<file path="src/rtl/imm_extend_pipe.sv">
// Decode-stage immediate generator behind a one-cycle registered valid/ready stage.
// M drives the outputs; K is a skid entry so in_ready never depends on out_ready.
module imm_extend_pipe #(
  parameter int unsigned XLEN  = 32,
  parameter int unsigned TAG_W = 5
) (
  input  logic             clk,
  input  logic             reset_n,
  input  logic             flush,
  input  logic             in_valid,
  output logic             in_ready,
  input  logic [31:0]      in_instr,
  input  logic [2:0]       in_immsrc,
  input  logic [TAG_W-1:0] in_tag,
  output logic             out_valid,
  input  logic             out_ready,
  output logic [XLEN-1:0]  out_imm,
  output logic [TAG_W-1:0] out_tag,
  output logic             out_illegal
);

  typedef enum logic [1:0] {
    StEmpty   = 2'b00,
    StInvalid = 2'b01,
    StOne     = 2'b10,
    StFull    = 2'b11
  } state_e;

  logic             m_valid, k_valid, m_valid_d, k_valid_d;
  logic [XLEN-1:0]  m_imm, k_imm;
  logic [TAG_W-1:0] m_tag, k_tag;
  logic             m_ill, k_ill;
  logic             m_load_in, m_load_k, k_load;
  logic             in_fire, out_fire;
  state_e           state;

  logic [31:0]      sx32;
  logic             sx_en;
  logic [XLEN-1:0]  dec_imm;
  logic             dec_ill;

  always_comb begin
    sx32    = '0;
    sx_en   = 1'b1;
    dec_imm = '0;
    dec_ill = 1'b0;
    case (in_immsrc)
      3'b000: sx32 = {{20{in_instr[31]}}, in_instr[31:20]};
      3'b001: sx32 = {{20{in_instr[31]}}, in_instr[31:25], in_instr[11:7]};
      3'b010: sx32 = {{19{in_instr[31]}}, in_instr[31], in_instr[7], in_instr[30:25],
                      in_instr[11:8], 1'b0};
      3'b011: sx32 = {{11{in_instr[31]}}, in_instr[31], in_instr[19:12], in_instr[20],
                      in_instr[30:21], 1'b0};
      3'b100: sx32 = {in_instr[31:12], 12'b0};
      3'b101: begin
        sx_en        = 1'b0;
        dec_imm[4:0] = in_instr[19:15];
      end
      3'b110: begin
        sx_en = 1'b0;
        if (XLEN == 64) begin
          dec_imm[5:0] = in_instr[25:20];
        end else begin
          // RV32 shift amounts are 5 bits; bit 25 set is not a legal encoding
          dec_imm[4:0] = in_instr[24:20];
          dec_ill      = in_instr[25];
        end
      end
      default: begin
        sx_en   = 1'b0;
        dec_ill = 1'b1;
      end
    endcase
    if (sx_en) begin
      dec_imm       = {XLEN{sx32[31]}};
      dec_imm[31:0] = sx32;
    end
  end

  assign in_ready = ~k_valid;
  assign in_fire  = in_valid & in_ready;
  assign out_fire = m_valid & out_ready;
  assign state    = state_e'({m_valid, k_valid});

  always_comb begin
    m_valid_d = m_valid;
    k_valid_d = k_valid;
    m_load_in = 1'b0;
    m_load_k  = 1'b0;
    k_load    = 1'b0;
    if (flush) begin
      m_valid_d = 1'b0;
      k_valid_d = 1'b0;
    end else begin
      case (state)
        StEmpty: begin
          if (in_fire) begin
            m_load_in = 1'b1;
            m_valid_d = 1'b1;
          end
        end
        StOne: begin
          if (in_fire && out_fire) begin
            m_load_in = 1'b1;
          end else if (in_fire) begin
            k_load    = 1'b1;
            k_valid_d = 1'b1;
          end else if (out_fire) begin
            m_valid_d = 1'b0;
          end
        end
        StFull: begin
          if (out_fire) begin
            m_load_k  = 1'b1;
            k_valid_d = 1'b0;
          end
        end
        default: begin
          m_valid_d = 1'b0;
          k_valid_d = 1'b0;
        end
      endcase
    end
  end

  always_ff @(posedge clk or negedge reset_n) begin
    if (!reset_n) begin
      m_valid <= 1'b0;
      k_valid <= 1'b0;
      m_imm   <= '0;
      m_tag   <= '0;
      m_ill   <= 1'b0;
      k_imm   <= '0;
      k_tag   <= '0;
      k_ill   <= 1'b0;
    end else begin
      m_valid <= m_valid_d;
      k_valid <= k_valid_d;
      if (m_load_in) begin
        m_imm <= dec_imm;
        m_tag <= in_tag;
        m_ill <= dec_ill;
      end else if (m_load_k) begin
        m_imm <= k_imm;
        m_tag <= k_tag;
        m_ill <= k_ill;
      end
      if (k_load) begin
        k_imm <= dec_imm;
        k_tag <= in_tag;
        k_ill <= dec_ill;
      end
    end
  end

  assign out_valid   = m_valid;
  assign out_imm     = m_imm;
  assign out_tag     = m_tag;
  assign out_illegal = m_ill;

endmodule

</file>
<file path="config.mk">
export PLATFORM = sky130hd
export DESIGN_NAME = imm_extend_pipe
export DESIGN_NICKNAME = d
export VERILOG_FILES = /design/src/rtl/imm_extend_pipe.sv
export SDC_FILE = /design/constraint.sdc
export NUM_CORES = 1
export LEC_CHECK = 0
export ABC_AREA = 1
export CORE_MARGIN = 1.5
export CORE_UTILIZATION = 46
export DETAILED_ROUTE_END_ITERATION = 12
export PLACE_DENSITY = 0.87
export SYNTH_ARGS = -nofsm -noshare
export SYNTH_HDL_FRONTEND = slang
export SYNTH_SLANG_ARGS = --single-unit
</file>
<file path="constraint.sdc">
create_clock -name clk -period 1.2 [get_ports clk]
set_input_delay 0.18 -clock clk [delete_from_list [all_inputs] [get_ports clk]]
set_output_delay 0.18 -clock clk [all_outputs]
set_load 0.05 [all_outputs]
</file>
==> results by group, run 1 <==
Status
  • Outcome: complete, but fails checks
  • Failing checks: setup timing

STA
  • Final min period: 1.50 ns
  • Clock Skew: between 0.008 and 0.009 ns
  • Hold Fails Final Rpt: 0
  • RSZ-0062 raised after global routing: yes
  • Worst Hold Margin: 0.283 ns
  • Final setup violation count: 79
  • F_max: 666 MHz
  • TNS Setup: -16.83 ns
  • Final WS setup: -0.301 ns
  • Worst slew pin tran: 0.424 ns
  • Max transition margin: 71.7%
  • Crit share post-route: 125%
  • Slew Viols, Final: 0

Routing
  • Avg Vias per Cell: 5.82
  • Vias: approximately 4200
  • DR iter-0 viols: 560
  • DR pass1 iterations: 6
  • WL per Instance: 19.1 microns
  • Routed WL: 13700 microns
  • Drc violations: 0
  • Antenna-violating nets left: 0

Clocking
  • Clk buf depth: 2
  • CTS tree: built
  • CTS buffer count: 9
  • Clock sink count: 78
  • Clock Latency Late Sink: 0.37 ns
  • Clock transition at path regs: 0.09 ns
  • Number of H-tree levels: 3
  • Clk root buf: clkbuf_8

Worst setup path
  • R2R depth: 7
  • Reg2reg setup slack: -0.28 ns
  • Crit Path Class: in -> reg
  • CP required: 1.52 ns
  • Arr. time, crit path: 1.82 ns
  • R2R Path Start: k_valid
  • Critical path endpoint category: register
  • Critical path peak fanout: 5
  • Startpoint Class: input pin
  • Reg-to-reg endpoint: k_imm[29]

Hold path
  • Worst min path class: in -> reg
  • WHS Endpoint: out_valid
  • Hold depth: 4
  • Hold path start: flush

Place
  • GPL Wtd Cong: 0.903
  • Dpl cell area: between 5000 and 6000 sq um
  • DP Wirelength: 7460 microns
  • IO buf count: between 70 and 80

Global route
  • Vias in the first global route: between 4000 and 5000
  • Largest net degree at the start of global routing: 79
  • First-pass GRT wire length: approximately 19000 microns
  • GRT Residual Overflow: 0
  • Antenna violations before repair: 0
  • GRT Util Overall: between 20% and 30%

Yosys
  • Post-Syn Instances: 489
  • EDFF count, synth: 0
  • Post-synthesis sequential area ratio: 50.7%
  • Post-synthesis cell area: approximately 3900 sq um
  • Warnings from Yosys: 0
  • Largest area contributor in the netlist: dfrtp_1
  • Top cell type's share of synthesized area: between 50% and 60%
  • Distinct cells, synth: 24
  • Yosys reg bits: 78
  • Largest cells by area after synthesis: dfrtp_1 (51%), nand2_1 (18%), nand3_1 (7.4%)
  • Ys flop type: dfrtp_1
  • Syn Nets: 534
  • Synthesized area per cell: 7.88 sq um
  • Post-synthesis async set-or-reset flop share: 100%

Power and ir drop
  • P_sw: approximately 4.3 mW
  • Logic gate share of total power: 41.3%
  • Peak supply drop: 0.00104 V
  • Flop pwr share: between 30% and 40%
  • Total Power: around 11 mW
  • Leak: 2.92 nW
  • Pwr dens: between 1500 and 2000 nW/um^2
  • Clk pwr share: 20.4%
  • P_int: 6.88 mW
  • Switching Share: 38.3%

Cells and area
  • N_diodes: 0
  • Count of filler cells inserted in the layout: around 500
  • Layout cell share with drive strength beyond 1: 32.1%
  • Final Cell Area: 6250 sq um
  • Nets: between 600 and 700
  • Layout area overhead: 62.3%

Flow run
  • Maxcap violations: 0

Floorplan
  • Initial Utilization: roughly 47%
  • Number of I/O pins: 85
  • Die area: 8930 sq um
  • Core area: 8180 sq um
  • Row Count: 33
  • Die Height: between 90 and 100 microns
  • Die Wd: 94.5 microns
## kinds of logic (layout without fill, tap and decap cells)
group                  after synthesis  count (layout)  synth area share (%)
and+or+nand+nor                    286             286                  31.2
AOI/OAI and AO/OA                   75              75                  10.4
buffers and inverters               50             172                  7.73
DFF                                 78              78                  50.7
## layer usage
layer  wire length [microns]  global-route usage, %
met1                    4960                   34.2
met2                    6530                   46.2
met3                    1410                   7.41
met4                     765                   16.5
met5                       0                      0
## cell type report
cell class              instances  area (sq um)  share of cell area, %
clock buffers                  11           141                   2.26
well taps                     105           131                   2.10
repair buffers                133          1900                   30.4
inverters                      21           100                   1.60
flip-flops and latches         78          1960                   31.3
multi-input cells             361          1920                   30.7
repair inverters                2          20.0                  0.320
clock inverters                 5          81.3                   1.30
## flip-flops by register name, indices dropped and copies added (netlist names)
name / count
k_valid: 1
k_ill: 1
out_imm: 32
out_illegal: 1
out_valid: 1
out_tag: 5
k_imm: 32
k_tag: 5
## cell usage after synthesis, types with 3 or more instances
| library cell | number |
|---|---|
| buf_4 | 9 |
| o21ai_0 | 18 |
| nand3_1 | 57 |
| buf_2 | 11 |
| nor2_1 | 28 |
| nand2_2 | 4 |
| nand4_1 | 5 |
| nor2_2 | 3 |
| nand2_1 | 185 |
| dfrtp_1 | 78 |
| inv_2 | 3 |
| buf_6 | 8 |
| a31oi_1 | 14 |
| o21ai_1 | 11 |
| inv_1 | 17 |
| a21oi_1 | 29 |
## per-stage QoR
stage          setup WS (ns)  instances  util, %
6_report              -0.301        716     76.4
5_1_grt               -0.339        716     76.4
4_1_cts               -0.204        707     72.2
3_5_place_dp          -0.532        681     66.3
3_3_place_gp          -0.449        681     66.3
2_1_floorplan         -0.288        489        -
## how the worst max path moves through the flow
| stage | startpoint | to | slack [ns] | depth (start not counted) |
|---|---|---|---|---|
| floorplan | k_valid | out_imm[2] | -0.29 | 9 |
| global placement | flush | out_imm[1] | -0.45 | 10 |
| detailed placement | in_immsrc[1] | out_imm[16] | -0.53 | 7 |
| CTS | k_valid | in_ready | -0.20 | 3 |
| global route | in_immsrc[0] | out_imm[4] | -0.34 | 10 |
| finish | in_immsrc[0] | k_imm[4] | -0.30 | 10 |
## worst max-delay path, stage by stage
cell             delay [ns]
clkdlybuf4s50_1        0.54
inv_1                  0.20
nand2_1                0.10
nor2_1                 0.32
nand2_1                0.11
nand2_1                0.08
inv_1                  0.04
nand3_1                0.11
nand2_2                0.07
nand2_2                0.06
## cells in the final DEF, fill, tap and decap left out, types with 14 or more instances in the layout
| cell type | instances |
|---|---|
| a31oi_1 | 14 |
| inv_1 | 15 |
| dfrtp_1 | 75 |
| nand3_2 | 18 |
| buf_12 | 53 |
| nand2_1 | 166 |
| a21oi_1 | 20 |
| nand2_2 | 20 |
| clkdlybuf4s50_1 | 35 |
| buf_4 | 29 |
| nand3_1 | 39 |
| o21ai_1 | 21 |
## repair_timing
action                                  4_1_cts  5_1_grt
hold buffers                                  1        0
pin swaps                                     5        2
gates cloned                                  3        6
endpoints found under the setup margin       79       80
buffers inserted                              6        4
resized for setup                            46       56
endpoints found under the hold margin        78        0
## power groups by stage
stage / Sequential (mW) / Clock [mW] / Combinational, mW
after floorplan: 4.99 / 0 / 1.10
after global placement: 4.12 / 0 / 3.98
after detailed placement: 4.16 / 0 / 4.08
after CTS: 4.15 / 2.27 / 4.29
after global routing: 4.35 / 2.38 / 4.85
final: 4.27 / 2.27 / 4.60
No activity file was read; power rests on OpenSTA's default activity.
==> inputs of run 2 (changes only) <==
Settings changed: CELL_PAD_IN_SITES_DETAIL_PLACEMENT set to 2, CELL_PAD_IN_SITES_GLOBAL_PLACEMENT set to 2, CORE_UTILIZATION 46 to 26, PLACE_DENSITY 0.87 to 0.86.
==> run 2 against run 1 <==
  * Core utilization is 31 points lower
  * Routed wire length up 42%
  * Flip-flop and latch count did not move
  * Die area rose by 74%
  * The flow still finishes with violations (setup timing)
  * Maximum frequency decreased by 7.6%
  * Combinational power increased by 7.4%
  * Critical path depth down 2
  * Highest routed layer unchanged
  * Clock skew increased by 0.0072 ns
  * Sequential power rose by 2%
  * First-iteration DRC count down 61%
==> results by group, run 2 (same netlist as run 1, synthesis figures left out) <==
STA
  • Slew Viols, Final: 0
  • Final min period: 1.62 ns
  • Hold Fails Final Rpt: 0
  • Worst slew pin tran: 0.479 ns
  • Max transition margin: 68.1%
  • Clock Skew: 0.0154 ns
  • Final WS setup: -0.424 ns
  • Worst Hold Margin: 0.380 ns
  • Crit share post-route: 135%
  • F_max: 616 MHz
  • Final setup violation count: 80
  • RSZ-0062 raised after global routing: yes

Power and ir drop
  • Pwr dens: roughly 1800 nW/um^2
  • Total Power: between 10 and 15 mW
  • Leak: 3.12 nW
  • Peak supply drop: 0.00146 V

Hold path
  • Worst min path class: in -> async

Worst setup path
  • CP peak stage delay: 0.46 ns
  • Critical path peak fanout: 6
  • CP startpoint: k_valid
  • Worst path top cell family by delay: simple AND/OR/NAND/NOR gates
  • Crit path buffers/inverters: 3
  • Critical path endpoint category: register
  • CP required: 1.48 ns
  • Arr. time, crit path: 1.90 ns
  • Startpoint Class: register
  • R2R depth: 8
  • Critical-path cell list: nor2_4 -> nand2_4 -> nor2_4 -> buf_12 -> buf_12 -> buf_16 -> nand3_2 -> nand2_1
  • Reg-to-reg endpoint: k_imm[21]
  • R2R Path Start: k_valid
  • Reg2reg setup slack: -0.42 ns
  • Crit Path Class: reg -> reg
  • Slowest-stage cell, CP: dfrtp_2

Clocking
  • Clock transition at path regs: 0.06 ns
  • CTS tree: built
  • Clock Latency Late Sink: roughly 0.36 ns
  • CTS buffer count: 9
  • Clock sink count: 78
  • Number of H-tree levels: 3
  • Clk root buf: clkbuf_16
  • Clk buf depth: 2

Floorplan
  • Die Height: between 100 and 150 microns
  • Core area: between 10000 and 15000 sq um
  • Die Wd: about 120 microns
  • Die area: 15600 sq um
  • Row Count: 44
  • Initial Utilization: 26.6%
  • Number of I/O pins: 85

Place
  • GPL Wtd Cong: a little under 0.9
  • Placed insts: 759
  • IO buf count: just under 80
  • DP Wirelength: 10400 microns

Cells and area
  • Layout area overhead: 71.5%
  • Commonest non-fill, non-tap cells in the layout: nand2_1 (145), dfrtp_1 (76), buf_12 (54)
  • Commonest non-fill, non-tap cell in the layout: nand2_1
  • Nets: 650
  • N_diodes: 0
  • Multi-input gate area: 2090 sq um
  • Layout cell share with drive strength beyond 1: 36.3%
  • Post-Route Utilization: between 40% and 50%
  • Sequential Area: 1950 sq um
  • Final Instance Count excl. Fillers: 793
  • Count of filler cells inserted in the layout: between 1500 and 2000

Global route
  • Vias in the first global route: 4508
  • GRT Util Overall: 21.1%
  • Antenna violations before repair: 0
  • Largest net degree at the start of global routing: 79
  • First-pass GRT wire length: 25300 microns
  • GRT Residual Overflow: 0

Flow run
  • Maxcap violations: 0

Status
  • Failing checks: setup timing
  • Outcome: complete, but fails checks

Routing
  • Avg Vias per Cell: 5.36
  • DR iter-0 viols: 218
  • Routed WL: 19400 microns
  • WL per Instance: 24.5 microns
  • Vias: 4253
  • DR pass1 iterations: 4
  • Drc violations: 0
  • Antenna-violating nets left: 0
run 2: cell count changes in the layout (fill, tap and decap cells not counted), moves of 6 or more:
cell	before	now
a31oi_1	14	8
clkbuf_16	4	14
clkbuf_8	10	2
nand2_1	166	145
nand2_2	20	31
nand2_4	4	14
run 2: where the power goes:
| part | switching [mW] | total (mW) | internal [mW] |
|---|---|---|---|
| clock | 1.13 | 2.64 | 1.50 |
| combinational | 2.69 | 4.94 | 2.24 |
| sequential | 0.876 | 4.34 | 3.46 |
| total | 4.70 | 11.9 | 7.21 |
run 2: worst min-delay path: cells and delay by family:
kind	cells	cell delay (ns)
buf+inv	3	0.97
run 2: repair_timing:
action | 4_1_cts | 5_1_grt
pin swaps | 7 | 34
cloned | 3 | 6
buffers inserted | 3 | 7
endpoints found under the hold margin | 78 | 0
hold buffers | 1 | 0
gates resized for setup | 32 | 115
setup endpoints to repair | 79 | 80
run 2: cell type report:
class	instances	share of cell area, %
clock inverter	1	0.0758
timing repair buffer	134	29.7
sequential	78	29.6
clock buffer	14	4.00
multi-input combinational	361	31.6
tap	184	3.49
inverter	21	1.57
run 2: worst max-delay path by stage:
stage,end,slack (ns),cells past startpoint
after floorplan,out_imm[2],-0.29,9
after global placement,out_imm[3],-0.47,10
after detailed placement,k_imm[3],-0.64,10
after CTS,out_imm[1],-0.28,10
after global routing,k_imm[21],-0.50,8
final,k_imm[21],-0.42,8
run 2: per-layer routing:
layer  track usage (%)  vias to the layer above  part of all wire (%)
met2              36.9                      161                    50
met3              4.60                       64                   4.8
met4              6.49                        0                   4.8
li1                  -                     1836                     -
met5                 0                        -                     0
met1              25.8                     2192                    40
run 2: per-stage QoR:
| stage | cell area [sq um] | setup TNS [ns] | worst slack [ns] |
|---|---|---|---|
| final | 6600 | -23.65 | -0.424 |
| after global routing | 6600 | -27.89 | -0.501 |
| after CTS | 6010 | -16.37 | -0.279 |
| after detailed placement | 5510 | -42.53 | -0.637 |
| after global placement | 5510 | -29.61 | -0.470 |
| after floorplan | 3920 | -11.68 | -0.288 |
